$ cat src/rtl/disp_pkg.sv
// Shared widths and types for the seven-segment scan controller.
package disp_pkg;
    localparam int DIGIT_W = 4;
    localparam int IDX_W   = 3;

    typedef logic [DIGIT_W-1:0] nibble_t;
    typedef logic [31:0]        disp_word_t;
endpackage

$ cat src/rtl/scan_prescaler.sv
// Refresh prescaler: one-cycle tick every DIV enabled clocks.
module scan_prescaler #(
    parameter int unsigned DIV = 100000
) (
    input  logic clk,
    input  logic reset,
    input  logic en,
    output logic tick
);
    localparam int CW = (DIV > 2) ? $clog2(DIV) : 1;
    localparam logic [CW-1:0] LAST = CW'(DIV - 1);

    logic [CW-1:0] count;

    assign tick = en && (count == LAST);

    always_ff @(posedge clk or posedge reset) begin
        if (reset) begin
            count <= '0;
        end else if (en) begin
            count <= (count == LAST) ? '0 : count + CW'(1);
        end
    end
endmodule

$ cat src/rtl/display_scan_ctrl.sv
// Digit scan controller: steps the digit index, double-buffers the word
// and presents the registered nibble/blank pair for each slot.
module display_scan_ctrl
    import disp_pkg::*;
#(
    parameter int unsigned NUM_DIGITS  = 8,
    parameter int unsigned REFRESH_DIV = 100000,
    parameter bit          LZ_BLANK    = 1'b1
) (
    input  logic             clk,
    input  logic             reset,
    input  logic             enable,
    input  logic             load,
    input  disp_word_t       value,
    output logic [IDX_W-1:0] dig_sel,
    output nibble_t          nibble,
    output logic             digit_blank,
    output logic             frame_done
);
    localparam logic [IDX_W-1:0] LAST = IDX_W'(NUM_DIGITS - 1);
    localparam logic [63:0] USED_W = (64'd1 << (4 * NUM_DIGITS)) - 64'd1;
    localparam disp_word_t  USED   = USED_W[31:0];

    logic             tick;
    logic             wrap;
    logic [IDX_W-1:0] nxt_idx;
    disp_word_t       active;
    disp_word_t       pending;
    logic             pend_valid;
    disp_word_t       nxt_active;
    disp_word_t       upper;
    nibble_t          nxt_nib;
    logic             nxt_blank;

    scan_prescaler #(
        .DIV (REFRESH_DIV)
    ) u_prescaler (
        .clk   (clk),
        .reset (reset),
        .en    (enable),
        .tick  (tick)
    );

    // Work out what the next slot shows, including a same-edge buffer swap.
    always_comb begin
        wrap       = tick && (dig_sel == LAST);
        nxt_idx    = wrap ? '0 : dig_sel + IDX_W'(1);
        nxt_active = active;
        if (wrap) begin
            if (load) begin
                nxt_active = value;
            end else if (pend_valid) begin
                nxt_active = pending;
            end
        end
        upper     = (nxt_active & USED) >> {nxt_idx, 2'b00};
        nxt_nib   = nibble_t'(upper);
        nxt_blank = 1'b0;
        if (LZ_BLANK && (nxt_idx != '0)) begin
            nxt_blank = (upper == '0);
        end
    end

    always_ff @(posedge clk or posedge reset) begin
        if (reset) begin
            dig_sel     <= '0;
            nibble      <= '0;
            digit_blank <= 1'b0;
            frame_done  <= 1'b0;
            active      <= '0;
            pending     <= '0;
            pend_valid  <= 1'b0;
        end else begin
            frame_done <= wrap;
            active     <= nxt_active;
            if (tick) begin
                dig_sel     <= nxt_idx;
                nibble      <= nxt_nib;
                digit_blank <= nxt_blank;
            end
            if (wrap) begin
                pend_valid <= 1'b0;
            end else if (load) begin
                pending    <= value;
                pend_valid <= 1'b1;
            end
        end
    end
endmodule

$ cat config.mk
export PLATFORM = sky130hd
export DESIGN_NAME = display_scan_ctrl
export DESIGN_NICKNAME = d
export VERILOG_FILES = /design/src/rtl/disp_pkg.sv /design/src/rtl/scan_prescaler.sv /design/src/rtl/display_scan_ctrl.sv
export SDC_FILE = /design/constraint.sdc
export NUM_CORES = 1
export LEC_CHECK = 0
export CAP_MARGIN = 5
export CORE_AREA = 2 2 133 135
export CTS_CLUSTER_DIAMETER = 120
export DETAILED_ROUTE_END_ITERATION = 10
export DIE_AREA = 0 0 135 137
export GPL_TIMING_DRIVEN = 0
export PLACE_DENSITY_LB_ADDON = 0.05
export REMOVE_ABC_BUFFERS = 1
export SLEW_MARGIN = 40
export SYNTH_ARGS = -nofsm -noshare
export SYNTH_HDL_FRONTEND = slang
export SYNTH_SLANG_ARGS = --single-unit
$ cat constraint.sdc
create_clock -name clk -period 4.8 [get_ports clk]
set_input_delay 0.72 -clock clk [delete_from_list [all_inputs] [get_ports clk]]
set_output_delay 0.72 -clock clk [all_outputs]
set_load 0.01 [all_outputs]
==> flow_summary.rst, run 1 <==
.. list-table::
   :header-rows: 1

   * - Metric
     - Value
   * - FFs w/ async S/R, synth
     - 100%
   * - Clk root buf
     - sky130_fd_sc_hd__clkbuf_16
   * - Worst Hold Launch
     - nibble[3]
   * - Count of vias placed by the detailed router
     - 4199
   * - Cell family contributing the most delay on the critical path
     - compound AO/OA/AOI/OAI gates
   * - Number of antenna violations at the first check in global routing
     - 0
   * - Layout cells sized above 1
     - 14.3%
   * - Total grt overflow
     - 0
   * - CTS HTree Levels
     - 3
   * - Utilization of the core after routing
     - 35.1%
   * - Overall Power
     - 1.74 mW
   * - Achievable frequency
     - 240 MHz
   * - Data required time of the critical path
     - 5.04 ns
   * - Average routed wire per standard cell
     - 21.0 µm
   * - Setup bufs post-CTS
     - 0
   * - Total CTS buffers
     - 9
   * - Placement-stage worst setup slack
     - -0.223 ns
   * - Number of enable-type register cells in the synthesized netlist
     - 0
   * - Startpoint-to-endpoint class of the critical path
     - flip-flop to flip-flop
   * - Worst Hold Path Cells
     - 2
   * - Buf/Inv on CP
     - 0
   * - Ant diodes
     - 0
   * - Vias per inst
     - 5.45
   * - Commonest non-fill, non-tap cells in the layout
     - sky130_fd_sc_hd__dfrtp_1, sky130_fd_sc_hd__nor2_1, sky130_fd_sc_hd__nand2_1, sky130_fd_sc_hd__clkdlybuf4s50_1, sky130_fd_sc_hd__mux2_2
   * - Count of input and output buffers
     - 44
   * - Post-Synthesis Mean Instance Area
     - 9.73 µm²
   * - Power density over cell area
     - 290 nW/µm²
   * - Sequential area share after synthesis
     - 45.4%
   * - Core footprint
     - 17100 µm²
   * - DIE HEIGHT
     - 137 µm
   * - Unique cell type count in the Yosys netlist
     - 64
   * - Post-route antenna net violation count
     - 0
   * - Final hold viol count
     - 0
   * - Number of filler instances in the final layout
     - 1770
   * - Full die area
     - 18500 µm²
   * - Initial DRC Count
     - 243
   * - Startpoint of the worst-slack reg-to-reg timing path
     - dig_sel[0]
   * - P&R area growth vs syn
     - 19.3%
   * - Hold-fix buffers, CTS
     - 0
   * - Synthesized instance count
     - 516
   * - Leading cell type in the layout, fill and taps excluded
     - sky130_fd_sc_hd__dfrtp_1
   * - Clock-pin slew on the worst setup and hold paths
     - 0.07 ns
   * - Timing startpoint of the critical path
     - dig_sel[0]
   * - Cell breakdown of the critical path
     - ha_1, ha_1, nand2_1, nor2_4, nand2_1, a22o_1, a32o_1, a211oi_1, a221oi_1, o2111ai_1, o21ai_1
   * - DP Area
     - 5690 µm²
   * - Leakage dissipation
     - 2.51 nW
   * - Total I/O pin count
     - 45
   * - Main synth FF type
     - sky130_fd_sc_hd__dfrtp_1
   * - Endpoint, Worst Hold
     - nibble[3]
   * - Nature of the critical path startpoint
     - flip-flop
   * - Total iterations of the first detailed-routing run
     - 5
   * - Endpoint of the lowest-slack register-to-register path
     - digit_blank
   * - Largest fanout on the critical path
     - 21
   * - Crit path largest cell delay
     - 0.71 ns
   * - Kind of capture point of the worst setup path
     - flip-flop
   * - Cell type of the slowest stage on the worst timing path
     - sky130_fd_sc_hd__dfrtp_2
   * - Yosys warnings
     - 0
   * - Maximum number of pins on one net before global-route repair
     - 49
   * - Result of the run
     - finished, final reports clean
   * - Largest voltage drop on the vdd net
     - 163 µV
   * - Max-capacitance violation count
     - 0
   * - Depth of the worst register-to-register path
     - 11
   * - Syn Std Cell Area
     - 5020 µm²
   * - Reg-to-reg setup timing slack
     - 0.64 ns
   * - Post-route standard cell area excluding fillers
     - 5990 µm²
   * - Slew Limit Headroom
     - 49.9%
   * - Post-cts resize count
     - 1
   * - First-pass GRT wire length
     - 25.3 mm
   * - Die extent in x
     - 135 µm
   * - Post-detail-place hpwl
     - 11.1 mm
   * - Final wirelength
     - 16.2 mm
   * - Fin Clk Skew
     - 0.00849 ns
   * - Clock sink count
     - 91
   * - Worst path arrival time
     - 4.40 ns
   * - Worst Hold Class
     - flip-flop to flip-flop
   * - Global routing usage summed across all routing layers
     - 18.4%
   * - Standard-cell row count
     - 48
   * - Final estimated routing congestion in global placement
     - 0.844
   * - Final period demand of the worst path
     - 4.16 ns
   * - Residual DRC count
     - 0
   * - RSZ-0062 raised after global routing
     - no
   * - Slack of the critical path
     - 0.638 ns
   * - Setup violators final
     - 0
   * - Final Slew Violations
     - 0
   * - Number of global-route vias before repair
     - 4280
   * - Worst Max-Slew Pin Slew
     - 0.752 ns
   * - Number of nets in the layout
     - 580
   * - CTS tree
     - done
   * - Period Utilization, post-route
     - 86.7%
   * - Post-synthesis sequential element count
     - 91
   * - Initial cell density of the core
     - 29.4%
   * - Max Buffers Root-to-Sink
     - 2
   * - Later-pin clock latency in the skew report
     - 0.35 ns
[worst register-to-register path: stages, from the launching register on]
cell	delay [ns]
sky130_fd_sc_hd__dfrtp_2	0.71
sky130_fd_sc_hd__ha_1	0.31
sky130_fd_sc_hd__ha_1	0.29
sky130_fd_sc_hd__nand2_1	0.17
sky130_fd_sc_hd__nor2_4	0.47
sky130_fd_sc_hd__nand2_1	0.59
sky130_fd_sc_hd__a22o_1	0.44
sky130_fd_sc_hd__a32o_1	0.29
sky130_fd_sc_hd__a211oi_1	0.47
sky130_fd_sc_hd__a221oi_1	0.10
sky130_fd_sc_hd__o2111ai_1	0.13
sky130_fd_sc_hd__o21ai_1	0.08
[cells in the mapped netlist, types with 5 or more instances]
library cell               count  area [µm²]
sky130_fd_sc_hd__a21o_1       11        82.6
sky130_fd_sc_hd__a21oi_1      17        85.1
sky130_fd_sc_hd__a22o_1        6        52.6
sky130_fd_sc_hd__a31oi_1       5        31.3
sky130_fd_sc_hd__and2_1        7        43.8
sky130_fd_sc_hd__and3_1        7        43.8
sky130_fd_sc_hd__clkbuf_1     27         101
sky130_fd_sc_hd__dfrtp_1      91        2280
sky130_fd_sc_hd__inv_1         9        33.8
sky130_fd_sc_hd__mux2_2       36         405
sky130_fd_sc_hd__mux2i_1       9        90.1
sky130_fd_sc_hd__nand2_1      49         184
sky130_fd_sc_hd__nand3_1      18        90.1
sky130_fd_sc_hd__nand4_1      11        68.8
sky130_fd_sc_hd__nor2_1       51         191
sky130_fd_sc_hd__nor3_1       14        70.1
sky130_fd_sc_hd__o211ai_1      5        37.5
sky130_fd_sc_hd__o21ai_0      18        90.1
sky130_fd_sc_hd__o221a_2       5        56.3
sky130_fd_sc_hd__o22ai_1       6        37.5
sky130_fd_sc_hd__o31ai_1      11        82.6
sky130_fd_sc_hd__o32ai_1       6        52.6
sky130_fd_sc_hd__xnor2_1       9        78.8
sky130_fd_sc_hd__xor2_1        6        52.6
[cell families (layout without fill, tap and decap cells)]
kind of cell	after synthesis	count (layout)	synth area share (%)
buf+inv	42	71	3.21
simple gates	192	192	19.3
flops	91	91	45.4
fa+ha+maj	3	3	0.748
compound gates	128	128	18.9
xor+xnor	15	15	2.62
mux	45	45	9.87
[metrics by stage]
| step | std cells | TNS (ns) | hold WS [ns] |
|---|---|---|---|
| 6_report | 770 | 0 | 0.478 |
| 2_1_floorplan | 483 | 0 | 0.465 |
| 3_5_place_dp | 755 | -0.223 | 0.467 |
| 5_1_grt | 770 | 0 | 0.509 |
| 4_1_cts | 770 | 0 | 0.482 |
| 3_3_place_gp | 752 | -25.23 | 0.462 |
[routing by layer]
layer  wire, µm  vias to the layer above  global-route usage [%]
met4        300                        0                    6.37
met5          0                        -                       0
met3        575                       18                    3.52
met2       7490                       99                    29.5
met1       7800                     2109                    24.9
li1           -                     1973                       -
[final cells by class]
type | count | area (µm²) | area share, %
multi-input combinational | 383 | 2630 | 43.8
timing repair buffer | 47 | 475 | 7.94
clock buffer | 12 | 246 | 4.12
sequential | 91 | 2280 | 38.1
tap | 225 | 282 | 4.70
inverter | 9 | 41.3 | 0.689
clock inverter | 3 | 40.0 | 0.668
[worst max path at each step]
stage | slack (ns) | endpoint | cells past startpoint
floorplan | 1.15 | digit_blank | 11
global placement | -0.43 | pending[0] | 7
detailed placement | -0.22 | digit_blank | 10
CTS | 0.22 | digit_blank | 11
global route | 0.35 | digit_blank | 11
finish | 0.64 | digit_blank | 11
[sequential cells by signal, summed over array words and instances (netlist names)]
signal and flops:
pending 32, digit_blank 1, active 32, frame_done 1, nibble 4, u_prescaler.count 17
pend_valid 1, dig_sel 3
[where the power goes]
part	internal (mW)	leakage, nW	switching (mW)
combinational	0.0830	1.20	0.0749
sequential	0.815	1.17	0.0474
clock	0.414	0.142	0.305
total	1.31	2.51	0.427
Note: power is estimated with default switching activity, not from simulation.
==> run 2: changes to the inputs <==
--- a/config.mk
+++ b/config.mk
@@ -5,11 +5,10 @@
 export SDC_FILE = /design/constraint.sdc
 export NUM_CORES = 1
 export LEC_CHECK = 0
-export CAP_MARGIN = 5
-export CORE_AREA = 2 2 133 135
+export CORE_AREA = 2 2 114 116
 export CTS_CLUSTER_DIAMETER = 120
 export DETAILED_ROUTE_END_ITERATION = 10
-export DIE_AREA = 0 0 135 137
+export DIE_AREA = 0 0 116 118
 export GPL_TIMING_DRIVEN = 0
 export PLACE_DENSITY_LB_ADDON = 0.05
 export REMOVE_ABC_BUFFERS = 1
==> run 2 against run 1 <==
Clock power shrank 1%. Critical path depth stayed put. Sequential cell count unchanged. Design area decreased by 1.2%. First-iteration DRC count up 95%. Sequential power barely moved. Critical path type unchanged. Largest power group unchanged. Highest routed layer unchanged.
==> flow_summary.rst, run 2 (synthesis gave the netlist of run 1 again) <==
.. list-table::
   :header-rows: 1

   * - Metric
     - Value
   * - Result of the run
     - finished, final reports clean
   * - Proportion of power drawn by flip-flops and latches
     - 49.7% (about the same)
   * - Maximum number of pins on one net before global-route repair
     - 56 (+14%)
   * - Power density over cell area
     - 292 nW/µm² (+0.59%)
   * - Period Utilization, post-route
     - 94.3% (+7.6 points)
   * - Nature of the critical path startpoint
     - flip-flop
   * - DIE HEIGHT
     - 118 µm (-14%)
   * - Registers with the highest flip-flop counts
     - active x32, pending x32, u_prescaler.count x17
   * - Portion of total power attributed to the clock network
     - 41.2% (about the same)
   * - Kind of capture point of the worst setup path
     - flip-flop
   * - Number of nets in the layout
     - 580 (unchanged)
   * - Residual DRC count
     - 0 (unchanged)
   * - Met2 Resource Use GR
     - 34.3% (+4.8 points)
   * - CTS HTree Levels
     - 3 (unchanged)
   * - Layout cells sized above 1
     - 14.3% (+0.026 points)
   * - Clock-pin slew on the worst setup and hold paths
     - 0.07 ns (about the same)
   * - Max-capacitance violation count
     - 0 (unchanged)
   * - Post-route antenna net violation count
     - 0 (unchanged)
   * - GRT Max-Usage Layer
     - met2
   * - Core footprint
     - 12400 µm² (-27%)
   * - Vias per inst
     - 5.95 (+9.1%)
   * - DP Area
     - 5620 µm² (-1.3%)
   * - Commonest non-fill, non-tap cells in the layout
     - sky130_fd_sc_hd__dfrtp_1, sky130_fd_sc_hd__nor2_1, sky130_fd_sc_hd__nand2_1, sky130_fd_sc_hd__clkdlybuf4s50_1, sky130_fd_sc_hd__mux2_2
   * - Count of input and output buffers
     - 44 (unchanged)
   * - Cell internal pwr
     - 1.31 mW (-0.26%)
   * - Leading cell type in the layout, fill and taps excluded
     - sky130_fd_sc_hd__dfrtp_1
   * - Number of cells in the design after placement
     - 702 (-7.0%)
   * - Slack of the critical path
     - 0.274 ns (-0.364 ns)
   * - Total negative slack
     - 0 ns (unchanged)
   * - Later-pin clock latency in the skew report
     - 0.35 ns (about the same)
   * - Number of standard cells in the final layout excluding fillers
     - 716 (-7.0%)
   * - Data required time of the critical path
     - 5.08 ns (+0.04 ns)
   * - Fin Clk Skew
     - 0.00982 ns (+0.00133 ns)
   * - Initial DRC Count
     - 474 (+95%)
   * - Final period demand of the worst path
     - 4.53 ns (+0.364 ns)
   * - First-pass GRT wire length
     - 24.1 mm (-4.8%)
   * - Count of vias placed by the detailed router
     - 4259 (+1.4%)
   * - Part of the power in combinational logic
     - 9.1% (about the same)
   * - Worst Max-Slew Pin Slew
     - 0.849 ns (+0.0974 ns)
   * - Final Slew Violations
     - 0 (unchanged)
   * - P_sw
     - 0.419 mW (-1.8%)
   * - Met3 Usage GRT
     - 3.35% (-0.17 points)
   * - Largest fanout on the critical path
     - 21 (unchanged)
   * - Clk root buf
     - sky130_fd_sc_hd__clkbuf_16
   * - Full die area
     - 13700 µm² (-26%)
   * - Global routing usage summed across all routing layers
     - 23.0% (+4.6 points)
   * - Slew Limit Headroom
     - 43.3% (-6.6 points)
   * - Clock sink count
     - 91 (unchanged)
   * - Number of filler instances in the final layout
     - 1202 (-32%)
   * - Total grt overflow
     - 0 (unchanged)
   * - Largest voltage drop on the vdd net
     - 133 µV (-18%)
   * - Switching share of power
     - 24.3% (-0.28 points)
   * - Number of antenna violations at the first check in global routing
     - 0 (unchanged)
   * - CTS tree
     - done
   * - Placement-stage worst setup slack
     - -0.160 ns (+0.0626 ns)
   * - Multi-input gate area in the final layout
     - 2620 µm² (-0.19%)
   * - Final estimated routing congestion in global placement
     - 0.915 (+8.5%)
   * - Max Buffers Root-to-Sink
     - 2 (unchanged)
   * - Leakage dissipation
     - 2.51 nW (about the same)
   * - Initial cell density of the core
     - 40.4% (+11 points)
   * - Average routed wire per standard cell
     - 20.6 µm (-1.7%)
   * - Worst hold slack across all endpoints
     - 0.490 ns (+0.0116 ns)
   * - P&R area growth vs syn
     - 17.8%
   * - Standard-cell row count
     - 41 (-15%)
   * - Post-detail-place hpwl
     - 10.0 mm (-9.7%)
   * - Met1 GRT Util
     - 34.3% (+9.3 points)
   * - Setup violators final
     - 0 (unchanged)
   * - Achievable frequency
     - 221 MHz (-8.1%)
   * - Total CTS buffers
     - 9 (unchanged)
   * - Final hold viol count
     - 0 (unchanged)
   * - Worst Hold Class
     - flip-flop to flip-flop
   * - Die extent in x
     - 116 µm (-14%)
   * - Worst path arrival time
     - 4.81 ns (+0.41 ns)
   * - Sequential cell area
     - 2280 µm² (unchanged)
   * - RSZ-0062 raised after global routing
     - no
   * - Number of global-route vias before repair
     - 4124 (-3.6%)
   * - Startpoint-to-endpoint class of the critical path
     - flip-flop to flip-flop
   * - Ant diodes
     - 0 (unchanged)
   * - Total iterations of the first detailed-routing run
     - 5 (unchanged)
   * - Post-route standard cell area excluding fillers
     - 5920 µm² (-1.2%)
   * - Final wirelength
     - 14.8 mm (-8.6%)
   * - Total I/O pin count
     - 45 (unchanged)
   * - Hold-fix buffers, CTS
     - 0 (unchanged)
run 2: cell count changes in the layout (fill, tap and decap cells not counted), sizes merged:
cell	change
clkbuf	-1
run 2: layer usage:
metal / part of all wire, % / up-vias
li1: - / 1974
met1: 47 / 2132
met2: 46 / 139
met3: 5.5 / 14
met4: 1.3 / 0
met5: 0 / -
run 2: final cells by class:
cell class | instances | share of cell area [%]
Clock buffer | 11 | 4.10
Sequential cell | 91 | 38.5
Tap cell | 172 | 3.64
Timing Repair Buffer | 47 | 8.08
Clock inverter | 3 | 0.677
Multi-Input combinational cell | 383 | 44.3
Inverter | 9 | 0.698
run 2: repair_timing:
action,CTS,global route
endpoints found under the setup margin,1,0
setup buffers,0,0
resized for setup,1,0
run 2: per-stage QoR:
stage | power (mW) | util [%]
floorplan | 0.958 | -
detailed placement | 1.03 | 45.2
finish | 1.73 | 47.7
global placement | 1.02 | 44.7
CTS | 1.74 | 47.6
global route | 1.81 | 47.7
run 2: critical path, stage by stage (launching register included):
cell	delay (ns)
sky130_fd_sc_hd__dfrtp_2	0.68
sky130_fd_sc_hd__ha_1	0.32
sky130_fd_sc_hd__ha_1	0.36
sky130_fd_sc_hd__nand2_1	0.17
sky130_fd_sc_hd__nor2_2	0.70
sky130_fd_sc_hd__nand2_1	0.69
sky130_fd_sc_hd__a221o_1	0.55
sky130_fd_sc_hd__nor3_1	0.34
sky130_fd_sc_hd__o32ai_1	0.16
sky130_fd_sc_hd__a211oi_1	0.21
sky130_fd_sc_hd__o2111ai_1	0.13
sky130_fd_sc_hd__o21ai_1	0.13
run 2: path summary, 6_finish.rpt:
path	from	cells past startpoint	slack, ns	to
worst min register to register	nibble[1]	2	0.49	nibble[1]
worst max-delay path	dig_sel[0]	11	0.27	digit_blank
max in group asynchronous	reset	3	3.49	pending[2]
min in group asynchronous	reset	2	0.74	u_prescaler.count[3]
worst max register to register	dig_sel[0]	11	0.27	digit_blank
worst min-delay path	nibble[1]	2	0.49	nibble[1]
run 2: power groups by stage:
stage | Combinational, mW | Clock, mW | Sequential [mW]
after floorplan | 0.0957 | 0 | 0.862
after global placement | 0.152 | 0 | 0.873
after detailed placement | 0.158 | 0 | 0.873
after CTS | 0.159 | 0.725 | 0.859
after global routing | 0.177 | 0.761 | 0.868
final | 0.157 | 0.711 | 0.860
